[config.mk]
export PLATFORM = sky130hd
export DESIGN_NAME = light_safety_monitor
export DESIGN_NICKNAME = d
export VERILOG_FILES = /design/src/rtl/light_safety_monitor.sv
export SDC_FILE = /design/constraint.sdc
export NUM_CORES = 1
export LEC_CHECK = 0
export CAP_MARGIN = 10
export CORE_UTILIZATION = 56
export DETAILED_ROUTE_END_ITERATION = 7
export GPL_TIMING_DRIVEN = 0
export PLACE_DENSITY = 0.88
export RECOVER_POWER = 100
export SLEW_MARGIN = 15
export SYNTH_ARGS = -nofsm -noshare
export SYNTH_HDL_FRONTEND = slang
export SYNTH_SLANG_ARGS = --single-unit
[constraint.sdc]
create_clock -name clk -period 2.6 [get_ports clk]
set_input_delay 0.39 -clock clk [delete_from_list [all_inputs] [get_ports clk]]
set_output_delay 0.39 -clock clk [all_outputs]
set_load 0.03 [all_outputs]
[src/rtl/light_safety_monitor.sv]
// Lamp-driver safety stage: registers four controller lamp buses to the drivers,
// checks encoding, sequencing, yellow time and right-of-way, and forces flashing red on fault.
module light_safety_monitor #(
  parameter int MIN_YELLOW = 2,
  parameter int GLITCH_CYC = 2,
  parameter int FLASH_HALF = 1
) (
  input  logic       clk,
  input  logic       rst,
  input  logic [2:0] light_M1,
  input  logic [2:0] light_M2,
  input  logic [2:0] light_MT,
  input  logic [2:0] light_S,
  input  logic       clr_fault,
  output logic [2:0] sig_M1,
  output logic [2:0] sig_M2,
  output logic [2:0] sig_MT,
  output logic [2:0] sig_S,
  output logic       fault,
  output logic [2:0] fault_code
);

  localparam int YW = $clog2(MIN_YELLOW + 1);
  localparam int IW = $clog2(GLITCH_CYC + 1);
  localparam int FW = $clog2(FLASH_HALF + 1);

  localparam logic [YW-1:0] Y_MAX    = YW'(MIN_YELLOW);
  localparam logic [IW-1:0] INV_MAX  = IW'(GLITCH_CYC);
  localparam logic [IW-1:0] INV_LAST = IW'(GLITCH_CYC - 1);
  localparam logic [FW-1:0] F_LAST   = FW'(FLASH_HALF - 1);

  localparam logic [2:0] L_R = 3'b100;
  localparam logic [2:0] L_Y = 3'b010;
  localparam logic [2:0] L_G = 3'b001;

  localparam logic [2:0] FC_NONE  = 3'b000;
  localparam logic [2:0] FC_INV   = 3'b001;
  localparam logic [2:0] FC_CONF  = 3'b010;
  localparam logic [2:0] FC_SHORT = 3'b011;
  localparam logic [2:0] FC_SEQ   = 3'b100;

  typedef enum logic {ST_NORMAL, ST_FAULT} state_t;

  function automatic logic is_valid(input logic [2:0] v);
    return (v == L_R) || (v == L_Y) || (v == L_G);
  endfunction

  function automatic logic bad_step(input logic [2:0] prev, input logic [2:0] cur);
    return ((prev == L_R) && (cur == L_Y)) ||
           ((prev == L_Y) && (cur == L_G)) ||
           ((prev == L_G) && (cur == L_R));
  endfunction

  state_t                state_q;
  logic [3:0][2:0]       prev_q;
  logic [3:0][2:0]       sig_q;
  logic [3:0][YW-1:0]    ycnt_q;
  logic [IW-1:0]         inv_cnt_q;
  logic [FW-1:0]         fcnt_q;
  logic                  flash_off_q;

  logic [3:0][2:0]       in_bus;
  logic [3:0][2:0]       eff;
  logic [3:0][YW-1:0]    ycnt_nxt;
  logic [3:0]            vld;
  logic [3:0]            act;
  logic [3:0]            seq_err;
  logic [3:0]            short_err;
  logic [IW-1:0]         inv_nxt;
  logic                  any_inv;
  logic                  inv_hit;
  logic                  conflict;
  logic                  all_red;
  logic [2:0]            det_code;

  // Index order: 0 = M1, 1 = M2, 2 = MT, 3 = S
  always_comb begin
    in_bus = {light_S, light_MT, light_M2, light_M1};
    for (int i = 0; i < 4; i++) begin
      vld[i]       = is_valid(in_bus[i]);
      eff[i]       = vld[i] ? in_bus[i] : prev_q[i];
      act[i]       = (eff[i] == L_Y) || (eff[i] == L_G);
      seq_err[i]   = vld[i] && bad_step(prev_q[i], in_bus[i]);
      short_err[i] = vld[i] && (prev_q[i] == L_Y) && (in_bus[i] == L_R) &&
                     (ycnt_q[i] < Y_MAX);
      if (!vld[i])
        ycnt_nxt[i] = ycnt_q[i];
      else if (in_bus[i] != L_Y)
        ycnt_nxt[i] = '0;
      else if (ycnt_q[i] == Y_MAX)
        ycnt_nxt[i] = Y_MAX;
      else
        ycnt_nxt[i] = ycnt_q[i] + 1'b1;
    end
    any_inv  = ~&vld;
    all_red  = (in_bus == {4{L_R}});
    inv_hit  = any_inv && (inv_cnt_q == INV_LAST);
    if (!any_inv)
      inv_nxt = '0;
    else if (inv_cnt_q == INV_MAX)
      inv_nxt = INV_MAX;
    else
      inv_nxt = inv_cnt_q + 1'b1;
    // Side road against any main movement; turn against opposing main direction
    conflict = (act[3] && (|act[2:0])) || (act[2] && act[1]);
    if (conflict)
      det_code = FC_CONF;
    else if (inv_hit)
      det_code = FC_INV;
    else if (|seq_err)
      det_code = FC_SEQ;
    else if (|short_err)
      det_code = FC_SHORT;
    else
      det_code = FC_NONE;
  end

  always_ff @(posedge clk) begin
    if (rst) begin
      state_q     <= ST_NORMAL;
      fault       <= 1'b0;
      fault_code  <= FC_NONE;
      prev_q      <= {4{L_R}};
      sig_q       <= {4{L_R}};
      ycnt_q      <= '0;
      inv_cnt_q   <= '0;
      fcnt_q      <= '0;
      flash_off_q <= 1'b0;
    end else if (state_q == ST_NORMAL) begin
      if (det_code != FC_NONE) begin
        state_q     <= ST_FAULT;
        fault       <= 1'b1;
        fault_code  <= det_code;
        sig_q       <= {4{L_R}};
        fcnt_q      <= '0;
        flash_off_q <= 1'b0;
      end else begin
        sig_q     <= eff;
        prev_q    <= eff;
        ycnt_q    <= ycnt_nxt;
        inv_cnt_q <= inv_nxt;
      end
    end else begin
      // Detection state is frozen here; only the flash timer runs
      if (clr_fault && all_red) begin
        state_q     <= ST_NORMAL;
        fault       <= 1'b0;
        fault_code  <= FC_NONE;
        prev_q      <= {4{L_R}};
        sig_q       <= {4{L_R}};
        ycnt_q      <= '0;
        inv_cnt_q   <= '0;
        fcnt_q      <= '0;
        flash_off_q <= 1'b0;
      end else if (fcnt_q == F_LAST) begin
        fcnt_q      <= '0;
        flash_off_q <= ~flash_off_q;
        sig_q       <= flash_off_q ? {4{L_R}} : '0;
      end else begin
        fcnt_q <= fcnt_q + 1'b1;
      end
    end
  end

  assign sig_M1 = sig_q[0];
  assign sig_M2 = sig_q[1];
  assign sig_MT = sig_q[2];
  assign sig_S  = sig_q[3];

endmodule

After elaboration in Yosys (flattened, before gate mapping) --
Cells that the tools add are included.
Cells by class: bitwise gates (word level) 1, add/subtract/negate cells 6, $lt $le $gt $ge 4, equality and inequality tests 46, reduce and logical (&&, ||, !) cells 71, mux-type cells 52
Operator list (count):
- 2-to-1 mux 12 bit | 8
- == test 3 x 1 -> 1 bit, second input constant | 12
- == test 3 x 2 -> 1 bit, second input constant | 12
- 2-to-1 mux 2 bit | 18
- logical AND 1 bit | 32
- 2-to-1 mux 3 bit | 10
- == test 3 bit, second input constant | 8
- 2-to-1 mux 8 bit | 3
- logical OR 1 bit | 21
- != test 3 x 2 -> 1 bit, second input constant | 5
- 2-to-1 mux 1 bit | 13
- == test 12 bit, second input constant | 1
- AND reduction 3 bit | 4
- adder 2 x 1 -> 2 bit, second input constant | 5
- == test 2 bit, second input constant | 5
- nonzero test 2 bit | 5
- < comparator 2 bit, second input constant | 4
- OR reduction 4 bit | 2
- AND reduction 2 bit | 3
- AND reduction 4 bit | 1
- nonzero test 3 bit | 1
- OR reduction 3 bit | 1
- == test 2 x 1 -> 1 bit, second input constant | 1
- != test 2 x 1 -> 1 bit, second input constant | 1
- 4 further kinds | 4
Storage, ports and cells: logic and storage cells 198, bits in registers 41, output and inout bits 16, input bits 15

Longest topological paths before layout --
depth after elaboration 14, mapped depth 9

Worst setup path after synthesis --
OpenSTA, ideal clock, no wires.
path type input -> register, start point input light_M1[0], end point register prev_q[11] (netlist bit), stages 8, library setup time 0.120 ns, slack 0.427 ns, buffers on the path 1, arrival 2.053 ns, required time 2.480 ns, cell sequence buf_2 nor3b_1 a32oi_1 nand4_2 nor3_4 nand4_4 or3_1 a211o_1
On the way: cells in the longest elaborated chain, start to end 14, elaborated cells on any way between the ends 36
Ends and longest elaborated chain:
- from (decl) | RTL line 10 | input logic [2:0] light_M1,
- == test 3 bit or == test 3 x 2 -> 1 bit (tied branches)
- logical OR 1 bit (2 in series) | RTL line 45 | return (v == L_R) || (v == L_Y) || (v == L_G);
- logical AND 1 bit (3 in series) | RTL line 84 | short_err[i] = vld[i] && (prev_q[i] == L_Y) && (in_bus[i] == L_R) &&
- OR reduction 4 bit | RTL line 112 | else if (|short_err)
- 2-to-1 mux 2 bit | RTL line 112
- 2-to-1 mux 3 bit | RTL line 110 | else if (|seq_err)
- 2-to-1 mux 3 bit | RTL line 108 | else if (inv_hit)
- 2-to-1 mux 3 bit | RTL line 106 | if (conflict)
- nonzero test 3 bit | RTL line 130 | if (det_code != FC_NONE) begin
- != test 2 bit (no line)
- AND reduction 2 bit (no line) (*)
- to (signal assigned) | RTL line 123 | prev_q <= {4{L_R}};
- to (signal assigned) | RTL line 149 | prev_q <= {4{L_R}};
- to (decl) | RTL line 55 | logic [3:0][2:0] prev_q;
Mark *: on every way between the ends. The rest lies on a longest branch, timed or not. A chain may end at the register's enable or synchronous reset.

Final worst setup path --
start point input light_S[2], end point register prev_q[1] (netlist bit)
On the way: cells in the longest elaborated chain, start to end 14, elaborated cells on any way between the ends 35
Ends and longest elaborated chain:
- from (decl) | RTL line 13 | input logic [2:0] light_S,
- == test 3 bit or == test 3 x 2 -> 1 bit (tied branches)
- logical OR 1 bit (2 in series) | RTL line 45
- logical AND 1 bit (3 in series) | RTL line 84
- OR reduction 4 bit | RTL line 112
- 2-to-1 mux 2 bit | RTL line 112
- 2-to-1 mux 3 bit | RTL line 110
- 2-to-1 mux 3 bit | RTL line 108
- 2-to-1 mux 3 bit | RTL line 106
- nonzero test 3 bit | RTL line 130
- != test 2 bit (no line)
- AND reduction 2 bit (no line) (*)
Marked as above.

==> impl_metrics.csv <==
group,metric,value,unit
outcome,outcome,"completed",
sta,period_share,96.4,%
pwr,pwr-share-clk,24.9,%
global_routing,grt_pass1_wl,9920,um
pwr,seqPwrFrac,36.0,%
layout,nets,356,
worst_setup_path,path_class,"input pin to flip-flop",
worst_setup_path,cp-start-kind,"input pin",
sta,hold_viol,0,
drt,routed_via_density,6.31,
drt,wl_met1,2640,um
pwr,finalPower,2.17,mW
sta,fin_skew,0.00732,ns
sta,finalSetupViolations,0,
pwr,p_sw,0.808,mW
drt,dr.max_layer_used,"met4",
clock_network,ctsHtreeMaxLevel,2,
worst_setup_path,critPathMaxFanout,10,
sta,fmax,399,MHz
logic_synthesis,synth_edf_count,0,
logic_synthesis,ys.flop_type,"dfxtp_1",
placement,placed_area,2800,um2
logic_synthesis,synth-compound-area-share,25.5,%
drt,routedWlPerCell,16.3,um
placement,hpwl,4270,um
clock_network,postCtsHoldBufs,0,
pwr,irDropWorstVdd,0.467,mV
layout,syn2layout_area_growth,23.6,%
sta,tns,0,ns
logic_synthesis,yosys-mux-area-fraction,1.61,%
logic_synthesis,synthSimpleGateAreaFrac,26.5,%
pwr,swShare,37.2,%
min_path,hp-class,"input pin to flip-flop",
pwr,comb_power_share,39.1,%
clock_network,cts_buffers,5,
layout,antenna_cells,0,
layout,multi_input_area,1510,um2
drt,vias,2435,
logic_synthesis,syn_avg_cell_area,8.61,um2
die,rows,23,
worst_setup_path,critPathRequiredTime,2.79,ns
sta,worst_pin_slew,0.515,ns
global_routing,grt_max_degree,14,
clock_network,clkLatencyLatePin,0.30,ns
logic_synthesis,postSynthNetCount,310,
drt,ant_nets,0,
sta,slew_headroom,65.6,%
logic_synthesis,synthXorXnorAreaFrac,3.17,%
global_routing,gr-total-overflow,0,
sta,finalCriticalPeriod,2.51,ns
drt,wl_met3,401,um
die,die_h,68.7,um
logic_synthesis,yosysSeqAreaShare,32.2,%
logic_synthesis,synth_top_family_by_area,"simple AND/OR/NAND/NOR gates",
layout,drive_gt1_share,17.6,%
sta,holdWs,0.445,ns
logic_synthesis,yosysWarnings,0,
pwr,power.density,707,nW/um2
die,die_area,4710,um2
min_path,min_path_cells,3,
worst_setup_path,worstPathArrival,2.70,ns
logic_synthesis,syn_inst,289,
drt,drc,0,
logic_synthesis,post_synth_num_cell_types,61,
layout,nFillCells,296,
drt,drtIter0Drc,214,
clock_network,cts_sinks,40,
drt,route.final.wire_length,6290,um
drt,dr.pass1.iters,5,
flow_run,cap_viol_max_count,0,
die,die_w,68.7,um
drt,wl_met2,3090,um
layout,seqCellArea,801,um2
logic_synthesis,ys_seq_elements,40,
worst_setup_path,rr_worst_depth,7,
sta,drv_slew,0,
global_routing,first_global_vias,2126,
placement,io_buffers,25,
layout,postLayoutCoreUtil,74.2,%
worst_setup_path,cp-end-kind,"flip-flop",
placement,gp_congestion,0.901,
pwr,p_int,1.36,mW
global_routing,grt_usage,28.8,%
clock_network,cts_tree,"built",
logic_synthesis,synth-adder-area-share,3.02,%
global_routing,antenna_found_initial,0,
die,start_util,60.1,%
clock_network,root_buffer,"clkbuf_8",
clock_network,clkTransAtPathRegs,0.08,ns
logic_synthesis,netlist_area,2490,um2
logic_synthesis,synthArstFlopShare,0,%
clock_network,cts.path.max_buffers,2,
die,ios,31,
pwr,p_leak,1.29,nW
die,core,4140,um2
layout,final_cell_area,3080,um2
cell type report:
class / instances / share of cell area [%]
flip-flops and latches: 40 / 26.0
inverters: 17 / 2.07
well taps: 50 / 2.03
repair buffers: 39 / 12.0
plain buffers: 18 / 4.76
clock inverters: 2 / 1.26
clock buffers: 6 / 2.69
multi-input cells: 214 / 49.1
synth_stat cells (all sizes together), types with 2 or more instances:
| master | number | area, um2 |
|---|---|---|
| dfxtp | 40 | 801 |
| nor2 | 32 | 120 |
| nand2 | 18 | 70.1 |
| o21ai | 18 | 97.6 |
| inv | 17 | 63.8 |
| a21o | 16 | 120 |
| a21oi | 15 | 78.8 |
| buf | 15 | 124 |
| xnor2 | 9 | 78.8 |
| nand3 | 8 | 52.6 |
| nor3 | 8 | 56.3 |
| nor3b | 8 | 70.1 |
| ha | 6 | 75.1 |
| nor4bb | 6 | 60.1 |
| a31oi | 5 | 31.3 |
| nand2b | 5 | 31.3 |
| or3b | 5 | 46.3 |
| a221oi | 4 | 35.0 |
| mux2i | 4 | 40.0 |
| nand3b | 4 | 30.0 |
| nand4 | 4 | 46.3 |
| o311ai | 4 | 35.0 |
| o31ai | 4 | 35.0 |
| a22oi | 3 | 27.5 |
| and2 | 3 | 18.8 |
| clkbuf | 3 | 11.3 |
| o22ai | 3 | 18.8 |
| a32o | 2 | 20.0 |
| nor2b | 2 | 12.5 |
| o21bai | 2 | 22.5 |
| o31a | 2 | 17.5 |
| or3 | 2 | 12.5 |
kinds of logic after synthesis:
kind of cell / count (synthesis)
AND/OR/NAND/NOR: 107
AO/OA/AOI/OAI: 88
flip-flops: 40
buffers and inverters: 35
XOR/XNOR: 9
adder cells (fa/ha/maj): 6
multiplexers: 4
state kept, by name (all words and copies together) (netlist names):
register / count
prev_q: 12
ycnt_q: 8
fault_code: 3
sig_M1: 3
sig_M2: 3
sig_MT: 3
sig_S: 3
inv_cnt_q: 2
fault: 1
flash_off_q: 1
state_q: 1
critical path, cell delays in order:
cell,delay [ns]
clkdlybuf4s50_1,0.51
or3b_2,0.55
nor4_4,0.32
a21oi_2,0.14
nand2b_1,0.16
a21bo_2,0.25
buf_4,0.18
a21o_1,0.20
power groups by stage:
stage	clock (mW)	sequential (mW)	combinational, mW
after floorplan	0	0.866	0.480
after global placement	0	0.789	0.769
after detailed placement	0	0.793	0.791
after CTS	0.547	0.780	0.798
after global routing	0.578	0.796	0.922
final	0.541	0.781	0.851
through the flow:
stage | instances | setup slack [ns]
2_1_floorplan | 289 | 0.427
3_3_place_gp | 364 | -0.305
3_5_place_dp | 364 | -0.334
4_1_cts | 372 | 0.00935
5_1_grt | 386 | -0.00722
6_report | 386 | 0.0932
per-layer routing:
| layer | GRT usage, % | vias to the layer above |
|---|---|---|
| li1 | - | 1146 |
| met1 | 36.7 | 1165 |
| met2 | 46.8 | 103 |
| met3 | 6.58 | 21 |
| met4 | 10.7 | 0 |
| met5 | 0 | - |
path summary, 6_finish.rpt:
path / from / end / slack [ns]
setup / recovery: light_S[2] / prev_q[1] / 0.09
hold / removal: light_M1[0] / sig_M1[0] / 0.44
setup reg to reg: prev_q[6] / prev_q[11] / 0.26
hold reg to reg: fault_code[0] / fault_code[0] / 0.47
what timing repair did:
item / in CTS / in global routing
setup endpoints to repair: 1 / 27
buffers inserted: 0 / 12
gates resized for setup: 2 / 12
pin swaps: 0 / 3
gates cloned: 0 / 2
layout by cell type (no fill, tap or decap), types with 3 or more instances in the layout:
cell / synthesis / routed
clkbuf_1: 3 / 3
nor3b_1: 6 / 6
nand2_1: 17 / 17
inv_1: 17 / 17
a21o_1: 16 / 16
clkdlybuf4s50_1: 0 / 5
nand2b_1: 5 / 5
dlymetal6s2s_1: 0 / 4
mux2i_1: 4 / 4
buf_2: 3 / 5
buf_4: 7 / 13
nand3_1: 7 / 7
dlygate4sd3_1: 0 / 16
nor2_1: 32 / 31
or3b_1: 3 / 3
o21ai_0: 12 / 14
a21oi_1: 14 / 14
xnor2_1: 9 / 9
clkbuf_8: 0 / 6
nor3_1: 6 / 6
buf_6: 5 / 8
o22ai_1: 3 / 3
nor4bb_1: 6 / 6
dfxtp_1: 40 / 40
o31ai_1: 3 / 3
a31oi_1: 5 / 5
nand3b_1: 4 / 4
o311ai_1: 1 / 4
and2_1: 3 / 3
a221oi_1: 4 / 4
ha_1: 6 / 6
(Power assumes the default switching activity.)
